--- src/rtl/ps2_scancode_rx.sv ---
// ps2_scancode_rx
// Receives PS/2 keyboard frames from the raw connector pins and recovers
// 8-bit scancodes. The E0 (extended) and F0 (break) prefix bytes are folded
// into flags, so the output is one strobe per key event. Parity, stop-bit
// and mid-frame inactivity are checked and reported as one-cycle strobes.
module ps2_scancode_rx #(
  parameter int TIMEOUT_CYCLES = 5000
) (
  input  logic       clk,
  input  logic       rst,
  input  logic       ps2_clk,
  input  logic       ps2_data,
  output logic [7:0] scancode,
  output logic       code_valid,
  output logic       key_release,
  output logic       extended,
  output logic       parity_err,
  output logic       frame_err
);

  // Receiver states: waiting for a start bit, shifting data, parity, stop
  typedef enum logic [1:0] {
    ST_IDLE   = 2'd0,
    ST_DATA   = 2'd1,
    ST_PARITY = 2'd2,
    ST_STOP   = 2'd3
  } state_t;

  // Inactivity limit, held in the same width as the counter it is compared to
  localparam logic [15:0] TO_LIMIT = 16'(TIMEOUT_CYCLES);

  // Prefix bytes that modify the following scancode instead of being reported
  localparam logic [7:0] CODE_EXT = 8'hE0;
  localparam logic [7:0] CODE_BRK = 8'hF0;

  // Odd parity holds when data bits plus parity bit contain an odd number of ones
  function automatic logic odd_parity_ok(input logic [7:0] data, input logic par);
    return ((^data) ^ par) == 1'b1;
  endfunction

  // Pin synchronisers and edge-detect history
  logic        ps2_clk_meta_r;
  logic        ps2_clk_sync_r;
  logic        ps2_clk_prev_r;
  logic        ps2_data_meta_r;
  logic        ps2_data_sync_r;

  // Frame receiver state
  state_t      state_r;
  logic [2:0]  bit_cnt_r;
  logic [7:0]  shift_r;
  logic        parity_r;
  logic        ext_pend_r;
  logic        brk_pend_r;
  logic [15:0] to_cnt_r;

  // Combinational decisions derived from the registers above
  logic        fe_s;
  logic        timeout_s;
  logic        stop_bad_s;
  logic        parity_bad_s;
  logic        is_ext_s;
  logic        is_brk_s;

  // Two-flop synchronisers for both pins, plus the previous synced clock for edge detection
  always_ff @(posedge clk) begin
    if (rst) begin
      ps2_clk_meta_r  <= 1'b1;
      ps2_clk_sync_r  <= 1'b1;
      ps2_clk_prev_r  <= 1'b1;
      ps2_data_meta_r <= 1'b1;
      ps2_data_sync_r <= 1'b1;
    end else begin
      ps2_clk_meta_r  <= ps2_clk;
      ps2_clk_sync_r  <= ps2_clk_meta_r;
      ps2_clk_prev_r  <= ps2_clk_sync_r;
      ps2_data_meta_r <= ps2_data;
      ps2_data_sync_r <= ps2_data_meta_r;
    end
  end

  // Falling-edge detect, inactivity timeout and classification of the completed frame
  always_comb begin
    fe_s = ps2_clk_prev_r & ~ps2_clk_sync_r;
    // An fe in the same cycle restarts the inactivity window, so it always wins
    if ((state_r != ST_IDLE) && !fe_s && (to_cnt_r >= TO_LIMIT)) begin
      timeout_s = 1'b1;
    end else begin
      timeout_s = 1'b0;
    end
    stop_bad_s   = ~ps2_data_sync_r;
    parity_bad_s = ~odd_parity_ok(shift_r, parity_r);
    is_ext_s     = (shift_r == CODE_EXT);
    is_brk_s     = (shift_r == CODE_BRK);
  end

  // Inactivity counter: cleared by every fe and while idle, counts during a frame
  always_ff @(posedge clk) begin
    if (rst) begin
      to_cnt_r <= 16'd0;
    end else if (fe_s || (state_r == ST_IDLE)) begin
      to_cnt_r <= 16'd0;
    end else if (to_cnt_r != 16'hFFFF) begin
      to_cnt_r <= to_cnt_r + 16'd1;
    end else begin
      to_cnt_r <= to_cnt_r;
    end
  end

  // Frame FSM with prefix folding and registered event/error outputs
  always_ff @(posedge clk) begin
    if (rst) begin
      state_r     <= ST_IDLE;
      bit_cnt_r   <= 3'd0;
      shift_r     <= 8'h00;
      parity_r    <= 1'b0;
      ext_pend_r  <= 1'b0;
      brk_pend_r  <= 1'b0;
      scancode    <= 8'h00;
      code_valid  <= 1'b0;
      key_release <= 1'b0;
      extended    <= 1'b0;
      parity_err  <= 1'b0;
      frame_err   <= 1'b0;
    end else begin
      // Strobes are single-cycle; they are only raised below for one frame end
      code_valid <= 1'b0;
      parity_err <= 1'b0;
      frame_err  <= 1'b0;

      if (timeout_s) begin
        // Partial frame abandoned: report it and forget any prefix seen so far
        state_r    <= ST_IDLE;
        frame_err  <= 1'b1;
        ext_pend_r <= 1'b0;
        brk_pend_r <= 1'b0;
      end else if (fe_s) begin
        case (state_r)
          ST_IDLE: begin
            // A high data line here is a glitch, not a start bit; ignore it
            if (!ps2_data_sync_r) begin
              state_r   <= ST_DATA;
              bit_cnt_r <= 3'd0;
            end else begin
              state_r   <= ST_IDLE;
            end
          end

          ST_DATA: begin
            // LSB arrives first, so shift in at the top and move right
            shift_r   <= {ps2_data_sync_r, shift_r[7:1]};
            bit_cnt_r <= bit_cnt_r + 3'd1;
            if (bit_cnt_r == 3'd7) begin
              state_r <= ST_PARITY;
            end else begin
              state_r <= ST_DATA;
            end
          end

          ST_PARITY: begin
            parity_r <= ps2_data_sync_r;
            state_r  <= ST_STOP;
          end

          ST_STOP: begin
            state_r <= ST_IDLE;
            if (stop_bad_s) begin
              frame_err  <= 1'b1;
              ext_pend_r <= 1'b0;
              brk_pend_r <= 1'b0;
            end else if (parity_bad_s) begin
              parity_err <= 1'b1;
              ext_pend_r <= 1'b0;
              brk_pend_r <= 1'b0;
            end else if (is_ext_s) begin
              ext_pend_r <= 1'b1;
            end else if (is_brk_s) begin
              brk_pend_r <= 1'b1;
            end else begin
              // Final byte of a key event: publish it with the accumulated prefixes
              scancode    <= shift_r;
              extended    <= ext_pend_r;
              key_release <= brk_pend_r;
              code_valid  <= 1'b1;
              ext_pend_r  <= 1'b0;
              brk_pend_r  <= 1'b0;
            end
          end

          default: begin
            state_r <= ST_IDLE;
          end
        endcase
      end else begin
        state_r <= state_r;
      end
    end
  end

endmodule

--- config.mk ---
export PLATFORM = sky130hd
export DESIGN_NAME = ps2_scancode_rx
export DESIGN_NICKNAME = d
export VERILOG_FILES = /design/src/rtl/ps2_scancode_rx.sv
export SDC_FILE = /design/constraint.sdc
export NUM_CORES = 1
export LEC_CHECK = 0
export ABC_AREA = 1
export CORE_MARGIN = 2
export CORE_UTILIZATION = 60
export DETAILED_ROUTE_END_ITERATION = 8
export GPL_ROUTABILITY_DRIVEN = 1
export PLACE_DENSITY = 0.92
export SETUP_SLACK_MARGIN = 0.4
export SLEW_MARGIN = 20
export SYNTH_ARGS = -nofsm -noshare
export SYNTH_HDL_FRONTEND = slang
export SYNTH_SLANG_ARGS = --single-unit
--- constraint.sdc ---
create_clock -name clk -period 3 [get_ports clk]
set_input_delay 0.45 -clock clk [delete_from_list [all_inputs] [get_ports clk]]
set_output_delay 0.45 -clock clk [all_outputs]
set_load 0.03 [all_outputs]
==> results of run 1 <==
## cell usage after synthesis
library cell  instances  area (sq um)
nand2_1              52           195
dfxtp_1              50          1000
a21oi_1              36           180
inv_1                33           124
nor2_1               25          93.8
nand4_1              17           106
o21ai_0              14          70.1
ha_1                  9           113
nand3_1               8          40.0
o21ai_1               7          35.0
inv_2                 6          22.5
nand2_2               6          37.5
nor3_1                6          30.0
or2_2                 5          31.3
xor2_1                5          43.8
buf_2                 3          15.0
clkinv_2              3          15.0
nand3_2               3          30.0
clkbuf_1              2          7.51
nor2_4                2          22.5
nor4_1                2          12.5
xnor2_1               2          17.5
a311oi_1              1          8.76
a31oi_1               1          6.26
and2_4                1          8.76
buf_1                 1          3.75
buf_4                 1          7.51
buf_6                 1          11.3
nand2_4               1          11.3
nor2_2                1          6.26
nor3_2                1          10.0
nor4_2                1          12.5
o21a_1                1          7.51
## final cells by class
class	count	area, sq um	area share, %
flip-flops and latches	50	1000	38.2
multi-input cells	207	1130	43.1
clock buffers	7	86.3	3.30
inverters	42	161	6.16
repair buffers	18	175	6.69
well taps	48	60.1	2.29
clock inverters	1	5.00	0.191
## kinds of logic after synthesis
logic type	after synthesis	share of synthesized area, %
xor gates and xnor gates	7	2.62
adders and majority gates	9	4.82
AOI/OAI and AO/OA	60	13.2
and+or+nand+nor	131	27.7
DFF	50	42.8
buffers and inverters	50	8.83
## cells in the final DEF (no fill, tap or decap)
| cell type | synthesis | routed |
|---|---|---|
| nor2_1 | 25 | 25 |
| inv_2 | 6 | 6 |
| nand2_1 | 52 | 52 |
| nor2_4 | 2 | 2 |
| or2_2 | 5 | 5 |
| nand4_1 | 17 | 17 |
| o21ai_0 | 14 | 14 |
| nor3_2 | 1 | 1 |
| a21oi_1 | 36 | 36 |
| clkbuf_1 | 2 | 1 |
| xor2_1 | 5 | 5 |
| nand3_2 | 3 | 3 |
| xnor2_1 | 2 | 2 |
| nand2_4 | 1 | 1 |
| a31oi_1 | 1 | 1 |
| o21ai_1 | 7 | 7 |
| dfxtp_1 | 50 | 50 |
| o21a_1 | 1 | 1 |
| a311oi_1 | 1 | 1 |
| buf_4 | 1 | 2 |
| nor2_2 | 1 | 1 |
| nor4_2 | 1 | 1 |
| nand2_2 | 6 | 6 |
| nor3_1 | 6 | 6 |
| clkinv_2 | 3 | 4 |
| and2_4 | 1 | 1 |
| ha_1 | 9 | 9 |
| nor4_1 | 2 | 2 |
| nand3_1 | 8 | 8 |
| clkdlybuf4s50_1 | 0 | 16 |
| inv_1 | 33 | 33 |
| clkbuf_8 | 0 | 6 |
## worst max-delay path, cell delays in order, from the launching register on
cell and delay (ns):
dfxtp_1 0.38, inv_1 0.08, ha_1 0.20, nand2_1 0.08, nor2_1 0.08, nor3_1 0.21
buf_4 0.21, nand4_1 0.40, nand2_1 0.17, a21oi_1 0.08
## through the flow
| stage | cells | hold slack [ns] |
|---|---|---|
| floorplan | 307 | 0.389 |
| global placement | 365 | 0.392 |
| detailed placement | 365 | 0.399 |
| CTS | 373 | 0.419 |
| global route | 373 | 0.437 |
| finish | 373 | 0.415 |
## power by group
part           switching (mW)  internal, mW
Sequential            0.00452         0.668
Clock                   0.214         0.186
Combinational          0.0283        0.0160
## worst min-delay path by stage
stage	from	endpoint	slack, ns
2_1_floorplan	ps2_clk_meta_r	ps2_clk_sync_r	0.39
3_3_place_gp	ps2_clk_meta_r	ps2_clk_sync_r	0.39
3_5_place_dp	ps2_clk_meta_r	ps2_clk_sync_r	0.40
4_1_cts	ps2_clk_meta_r	ps2_clk_sync_r	0.42
5_1_grt	ps2_data_meta_r	ps2_data_sync_r	0.44
6_report	ps2_clk_meta_r	ps2_clk_sync_r	0.42
## state kept, by name, indices dropped and copies added (netlist names), 3 cells and up, named ones only
register	flops
scancode	8
bit_cnt_r	3
shift_r	8
to_cnt_r	16
## routing by layer
layer / up-vias / wire length [um] / GRT usage [%]
li1: 1047 / - / -
met1: 942 / 2180 / 28.5
met2: 35 / 2270 / 42.0
met3: 7 / 167 / 6.13
met4: 0 / 58 / 7.65
met5: - / 0 / 0
==> impl_metrics.env, run 1 <==
export IMPL_rows=22
export IMPL_antenna_found_initial=0
export IMPL_io_pins=17
export IMPL_tightestPinTransition_ns=0.467
export IMPL_final_setup_skew_ns=0.00826
export IMPL_r2r_setup_slack_ns=0.99
export IMPL_syn_cell_area_sq_um=2340
export IMPL_drtAntennaViolNets=0
export IMPL_num_vias=2031
export IMPL_synthCells=307
export IMPL_nNetsFinal=337
export IMPL_cp_max_fo=11
export IMPL_synth_nets=320
export IMPL_cts_root_buf="clkbuf_8"
export IMPL_status="finished, final reports clean"
export IMPL_yosys_register_bits=50
export IMPL_cts_tree="built"
export IMPL_crit_path_start_kind="flop"
export IMPL_firstDrtPassIters=4
export IMPL_netlist_cell_type_count=33
export IMPL_cts_buffer_depth=2
export IMPL_cp_required_ns=3.19
export IMPL_globalRoute_totalOverflow=0
export IMPL_rr_endpoint="scancode[5]"
export IMPL_clk_pin_slew_worst_paths_ns=0.09
export IMPL_port_buffers=16
export IMPL_crit_start="shift_r[0]"
export IMPL_chipWidth_um=66.4
export IMPL_post_route_min_period_ns=2.01
export IMPL_start_util_pct=62.9
export IMPL_area_delta_synth_final_pct=12.0
export IMPL_numClockSinks=50
export IMPL_fillers=298
export IMPL_drv_slew=0
export IMPL_critical_path_arrival_ns=2.19
export IMPL_cellLeakagePower_nw=1.05
export IMPL_grt_max_degree=23
export IMPL_drive_above_1_share_pct=12.0
export IMPL_r2r_start="shift_r[0]"
export IMPL_hold_class="flop to flop"
export IMPL_timing_setup_tns_ns=0
export IMPL_setup_viol=0
export IMPL_wl_per_cell_um=12.6
export IMPL_post_route_period_util_pct=66.9
export IMPL_power_density_nw_per_um2=427
export IMPL_post_cts_buffers=0
export IMPL_max_cap_viol_count=0
export IMPL_core_area_sq_um=3720
export IMPL_routed_via_density=5.45
export IMPL_wirelength_mm=4.68
export IMPL_post_cts_resized=0
export IMPL_hpwl_mm=3.41
export IMPL_max_freq_ghz=0.498
export IMPL_fin_util_pct=70.5
export IMPL_die_area_sq_um=4410
export IMPL_finalWorstSetupSlack_ns=0.993
export IMPL_grt_setup_unrepaired="false"
export IMPL_r2r_cells=9
export IMPL_hold_buffers=0
export IMPL_cts_htree_levels=2
export IMPL_ys_seq_area_share_pct=42.8
export IMPL_dp_slack_ns=1.03
export IMPL_grt_pass1_wl_mm=8.22
export IMPL_crit_type="flop to flop"
export IMPL_crit_path_end="scancode[5]"
export IMPL_drc=0
export IMPL_insertion_delay_ns=0.30
export IMPL_stdcell_area_sq_um=2620
export IMPL_hold_viol_final=0
export IMPL_place_area_sq_um=2530
export IMPL_first_global_vias=1962
export IMPL_max_vdd_ir_drop_mv=0.337
export IMPL_first_iter_violations=137
export IMPL_yosysWarnings=0
export IMPL_total_power_mw=1.12
export IMPL_hold_depth=1
export IMPL_end_kind="flop"
export IMPL_track_usage_pct=24.0
export IMPL_slew_headroom_pct=68.8
export IMPL_syn_area_per_cell_sq_um=7.61
export IMPL_cts_buffers=5
export IMPL_antennaDiodeCount=0
export IMPL_gp_congestion=0.838
export IMPL_die_h_um=66.4
(Power assumes the default switching activity.)
==> run 2: changes to the inputs <==
--- a/config.mk
+++ b/config.mk
@@ -7,10 +7,10 @@
 export LEC_CHECK = 0
 export ABC_AREA = 1
 export CORE_MARGIN = 2
-export CORE_UTILIZATION = 60
+export CORE_UTILIZATION = 52
 export DETAILED_ROUTE_END_ITERATION = 8
 export GPL_ROUTABILITY_DRIVEN = 1
-export PLACE_DENSITY = 0.92
+export PLACE_DENSITY = 0.86
 export SETUP_SLACK_MARGIN = 0.4
 export SLEW_MARGIN = 20
 export SYNTH_ARGS = -nofsm -noshare
==> constraint.sdc (replaced) <==
create_clock -name clk -period 1.7 [get_ports clk]
set_input_delay 0.255 -clock clk [delete_from_list [all_inputs] [get_ports clk]]
set_output_delay 0.255 -clock clk [all_outputs]
set_load 0.03 [all_outputs]
==> impl_metrics.env, run 2 (synthesis gave the netlist of run 1 again) <==
export IMPL_wl_per_cell_um=20.1
export IMPL_top_regs="to_cnt_r x16, scancode x8, shift_r x8"
export IMPL_track_usage_pct=27.4
export IMPL_violations="negative setup slack"
export IMPL_fin_util_pct=81.7
export IMPL_drive_above_1_share_pct=49.9
export IMPL_grt_setup_unrepaired="true"
export IMPL_cp_required_ns=1.94
export IMPL_io_pins=17
export IMPL_num_vias=2590
export IMPL_area_delta_synth_final_pct=52.2
export IMPL_drv_slew=0
export IMPL_final_common_cell="nand2_1"
export IMPL_met2_length_mm=4.27
export IMPL_timing_setup_tns_ns=-0.0848
export IMPL_hpwl_mm=3.63
export IMPL_numClockSinks=50
export IMPL_hold_buffers=0
export IMPL_start_util_pct=53.7
export IMPL_cts_buffers=5
export IMPL_cts_tree="built"
export IMPL_r2r_cells=9
export IMPL_hold_viol_final=0
export IMPL_post_route_min_period_ns=1.74
export IMPL_gp_congestion=0.897
export IMPL_grt_pass1_wl_mm=10.9
export IMPL_antennaDiodeCount=0
export IMPL_fillers=224
export IMPL_r2r_start="shift_r[1]"
export IMPL_slew_headroom_pct=73.1
export IMPL_routed_via_density=6.24
export IMPL_crit_type="flop to flop"
export IMPL_r2r_setup_slack_ns=-0.04
export IMPL_first_iter_violations=268
export IMPL_hold_class="flop to flop"
export IMPL_die_h_um=71.0
export IMPL_crit_path_start_kind="flop"
export IMPL_max_freq_ghz=0.574
export IMPL_largest_register="to_cnt_r"
export IMPL_chipWidth_um=71.0
export IMPL_nNetsFinal=376
export IMPL_cts_htree_levels=2
export IMPL_cp_max_fo=11
export IMPL_globalRoute_totalOverflow=0
export IMPL_fin_cells=415
export IMPL_final_cell_mix="35 x nand2_1, 27 x a21oi_1, 26 x dfxtp_1"
export IMPL_setup_viol=4
export IMPL_routed_wl_met3_um=660
export IMPL_tightestPinTransition_ns=0.400
export IMPL_hold_end="ps2_clk_sync_r"
export IMPL_grt_max_degree=22
export IMPL_total_power_mw=2.13
export IMPL_antenna_found_initial=0
export IMPL_drtAntennaViolNets=0
export IMPL_post_route_period_util_pct=103
export IMPL_clk_pin_slew_worst_paths_ns=0.09
export IMPL_core_area_sq_um=4350
export IMPL_dpl_cell_count=375
export IMPL_wirelength_mm=8.34
export IMPL_hold_depth=1
export IMPL_status="finished with violations"
export IMPL_min_delay_start="ps2_clk_meta_r"
export IMPL_drc=0
export IMPL_max_vdd_ir_drop_mv=0.440
export IMPL_wl_met1_mm=2.98
export IMPL_cts_root_buf="clkbuf_8"
export IMPL_final_setup_skew_ns=0.00696
export IMPL_top_layer="met4"
export IMPL_insertion_delay_ns=0.31
export IMPL_firstDrtPassIters=5
export IMPL_die_area_sq_um=5050
export IMPL_critical_path_arrival_ns=1.98
export IMPL_rows=24
export IMPL_power_density_nw_per_um2=597
export IMPL_cts_buffer_depth=2
export IMPL_largest_reg_flops=16
export IMPL_finalWorstSetupSlack_ns=-0.0434
export IMPL_first_global_vias=2289
export IMPL_max_cap_viol_count=0
export IMPL_rr_endpoint="scancode[0]"
export IMPL_end_kind="flop"
export IMPL_port_buffers=16
export IMPL_cellLeakagePower_nw=1.48
==> run 2: metrics by stage <==
step / setup WS, ns / hold slack, ns / cell area, sq um
global placement: 0.128 / 0.392 / 2670
global route: -0.0699 / 0.435 / 3560
floorplan: 0.209 / 0.359 / 2420
finish: -0.0434 / 0.418 / 3560
CTS: 0.0983 / 0.414 / 3130
detailed placement: 0.0503 / 0.394 / 2670
==> run 2: worst max path at each step <==
stage	startpoint	end	slack (ns)	cells after the start
after global routing	shift_r[1]	scancode[0]	-0.07	9
after floorplan	shift_r[2]	scancode[5]	0.21	12
after detailed placement	shift_r[2]	scancode[5]	0.05	11
final	shift_r[1]	scancode[0]	-0.04	9
after CTS	shift_r[2]	scancode[3]	0.1	12
after global placement	shift_r[2]	scancode[5]	0.13	11
==> run 2: where the power goes <==
group          switching, mW  total (mW)  leakage (nW)  internal (mW)
Combinational         0.0734       0.126          1.00         0.0529
Clock                  0.407       0.819        0.0555          0.412
Sequential           0.00988        1.18         0.417           1.17
==> run 2: timing repair <==
action                     4_1_cts  5_1_grt
pin swaps                       11       38
cloned                           1        0
setup endpoints to repair       46       52
buffers inserted                18       14
resized for setup               72      103
==> run 2: area by class of cell <==
cell class              instances  area, sq um  area share, %
clock buffers                   7          108           3.02
inverters                      42          206           5.80
multi-input cells             208         1630           45.9
flip-flops and latches         50         1050           29.4
well taps                      52         65.1           1.83
repair buffers                 56          500           14.1
==> run 2: layer usage <==
metal / vias to the layer above / track usage [%]
li1: 1129 / -
met1: 1219 / 31.9
met2: 193 / 47.6
met3: 49 / 4.84
met4: 0 / 14.9
met5: - / 0
==> run 2: critical path, cell delays in order, from the launching register on <==
cell and delay (ns):
dfxtp_2 0.34, inv_1 0.13, ha_4 0.14, nand2_1 0.10
nor2_1 0.33, nor3_2 0.09, nand4_1 0.16, buf_12 0.15
nand2_1 0.06, a21oi_1 0.17
==> run 3: changes to the inputs <==
--- a/config.mk
+++ b/config.mk
@@ -6,11 +6,11 @@
 export NUM_CORES = 1
 export LEC_CHECK = 0
 export ABC_AREA = 1
-export CORE_MARGIN = 2
-export CORE_UTILIZATION = 52
+export CORE_MARGIN = 8
+export CORE_UTILIZATION = 30
 export DETAILED_ROUTE_END_ITERATION = 8
 export GPL_ROUTABILITY_DRIVEN = 1
-export PLACE_DENSITY = 0.86
+export PLACE_DENSITY = 0.59
 export SETUP_SLACK_MARGIN = 0.4
 export SLEW_MARGIN = 20
 export SYNTH_ARGS = -nofsm -noshare
==> impl_metrics.env, run 3 (synthesis gave the netlist of run 1 again) <==
export IMPL_status="finished, final reports clean"
export IMPL_rr_endpoint="extended"
export IMPL_antennaDiodeCount=0
export IMPL_cts_root_buf="clkbuf_8"
export IMPL_slew_headroom_pct=79.6
export IMPL_hold_buffers=0
export IMPL_setup_viol=0
export IMPL_r2r_start="shift_r[3]"
export IMPL_first_global_vias=2137
export IMPL_grt_max_degree=22
export IMPL_core_area_sq_um=7650
export IMPL_fin_util_pct=44.4
export IMPL_post_route_min_period_ns=1.65
export IMPL_largest_reg_flops=16
export IMPL_crit_type="flop to flop"
export IMPL_fin_cells=464
export IMPL_num_vias=2221
export IMPL_max_vdd_ir_drop_mv=0.266
export IMPL_wirelength_mm=6.05
export IMPL_start_util_pct=30.6
export IMPL_grt_most_used_layer="met2"
export IMPL_drc=0
export IMPL_hold_class="flop to flop"
export IMPL_crit_path_end="extended"
export IMPL_drv_slew=0
export IMPL_power_density_nw_per_um2=607
export IMPL_critical_path_arrival_ns=1.85
export IMPL_globalRoute_totalOverflow=0
export IMPL_numClockSinks=50
export IMPL_cp_max_fo=6
export IMPL_grt_met3_usage_pct=1.67
export IMPL_area_delta_synth_final_pct=45.2
export IMPL_tightestPinTransition_ns=0.308
export IMPL_rows=32
export IMPL_die_h_um=104
export IMPL_drive_above_1_share_pct=45.9
export IMPL_grt_pass1_wl_mm=9.67
export IMPL_first_iter_violations=67
export IMPL_cts_tree="built"
export IMPL_firstDrtPassIters=4
export IMPL_die_area_sq_um=10900
export IMPL_insertion_delay_ns=0.32
export IMPL_crit_start="shift_r[3]"
export IMPL_grt_setup_unrepaired="true"
export IMPL_finalHoldWorstSlack_ns=0.425
export IMPL_top_regs="to_cnt_r x16, scancode x8, shift_r x8"
export IMPL_cp_required_ns=1.90
export IMPL_dpl_cell_count=426
export IMPL_max_freq_ghz=0.606
export IMPL_cts_buffer_depth=2
export IMPL_drtAntennaViolNets=0
export IMPL_largest_register="to_cnt_r"
export IMPL_post_route_period_util_pct=97.1
export IMPL_port_buffers=16
export IMPL_cts_buffers=5
export IMPL_crit_path_start_kind="flop"
export IMPL_track_usage_pct=10.4
export IMPL_timing_setup_tns_ns=0
export IMPL_wl_per_cell_um=13.0
export IMPL_chipWidth_um=104
export IMPL_cellLeakagePower_nw=1.39
export IMPL_final_setup_skew_ns=0.0154
export IMPL_r2r_setup_slack_ns=0.05
export IMPL_nNetsFinal=374
export IMPL_cts_htree_levels=2
export IMPL_hpwl_mm=3.66
export IMPL_r2r_cells=12
export IMPL_max_cap_viol_count=0
export IMPL_io_pins=17
export IMPL_final_common_cell="nand2_1"
export IMPL_met2_usage_pct=17.9
export IMPL_routed_via_density=4.79
export IMPL_hold_viol_final=0
export IMPL_gp_congestion=0.809
export IMPL_final_cell_mix="37 x nand2_1, 33 x buf_4, 30 x a21oi_1"
export IMPL_clk_pin_slew_worst_paths_ns=0.11
export IMPL_end_kind="flop"
export IMPL_antenna_found_initial=0
export IMPL_use_met1_pct=12.3
==> run 3: changes by cell type in the layout (fill, tap and decap cells not counted), moves of 3 or more <==
cell	delta
buf_4	+8
xor2_1	+3
a21oi_1	+3
buf_6	-8
inv_2	+5
xor2_2	-3
o21ai_1	+4
dfxtp_1	+3
dfxtp_4	-4
inv_4	-3
==> run 3: report_power, final <==
part / leakage (nW) / internal [mW] / total [mW] / switching [mW]
Clock: 0.0514 / 0.336 / 0.760 / 0.424
Combinational: 0.924 / 0.0501 / 0.115 / 0.0653
Sequential: 0.413 / 1.18 / 1.19 / 0.00899
Total: 1.39 / 1.56 / 2.06 / 0.498
==> run 3: layer usage <==
metal  routed length [um]  up-vias
met1                 2740     1064
met3                  109       10
met2                 3080       26
li1                     -     1121
met4                  122        0
met5                    0        -
==> run 3: how the worst min path moves through the flow <==
stage | depth (start not counted) | slack (ns) | to | start
2_1_floorplan | 1 | 0.36 | ps2_clk_meta_r | ps2_clk
3_3_place_gp | 1 | 0.40 | ps2_data_sync_r | ps2_data_meta_r
3_5_place_dp | 1 | 0.41 | ps2_data_sync_r | ps2_data_meta_r
4_1_cts | 1 | 0.43 | ps2_clk_sync_r | ps2_clk_meta_r
5_1_grt | 1 | 0.45 | ps2_clk_sync_r | ps2_clk_meta_r
6_report | 1 | 0.42 | ps2_clk_sync_r | ps2_clk_meta_r
==> run 3: stage by stage <==
step | cell area [sq um] | worst slack (ns) | total power, mW
after floorplan | 2420 | 0.209 | 1.27
after global placement | 2730 | 0.131 | 1.30
after detailed placement | 2730 | 0.123 | 1.30
after CTS | 3100 | 0.162 | 2.06
after global routing | 3390 | -0.0299 | 2.14
final | 3390 | 0.0487 | 2.06
==> run 3: repair_timing <==
item                                   4_1_cts  5_1_grt
endpoints found under the hold margin        0        0
buffers inserted                            15       13
pin swaps                                   11       23
gates resized for setup                     61       77
cloned                                       1        1
setup endpoints to repair                   49       56
==> run 3: cell type report <==
class	count	area, sq um
fill	709	4250
multi-input combinational	208	1520
sequential	50	1030
timing repair buffer	54	425
inverter	42	194
tap	102	128
clock buffer	6	82.6
clock inverter	2	17.5
==> run 3: worst max-delay path, cell delays in order (launching register included) <==
cell	delay, ns
dfxtp_2	0.35
inv_2	0.05
ha_4	0.27
inv_2	0.04
nand2_2	0.07
nand2_2	0.07
nand2_4	0.09
nand2_4	0.06
nand2_4	0.08
nand4_1	0.14
buf_4	0.20
nand2_1	0.05
a21oi_1	0.05
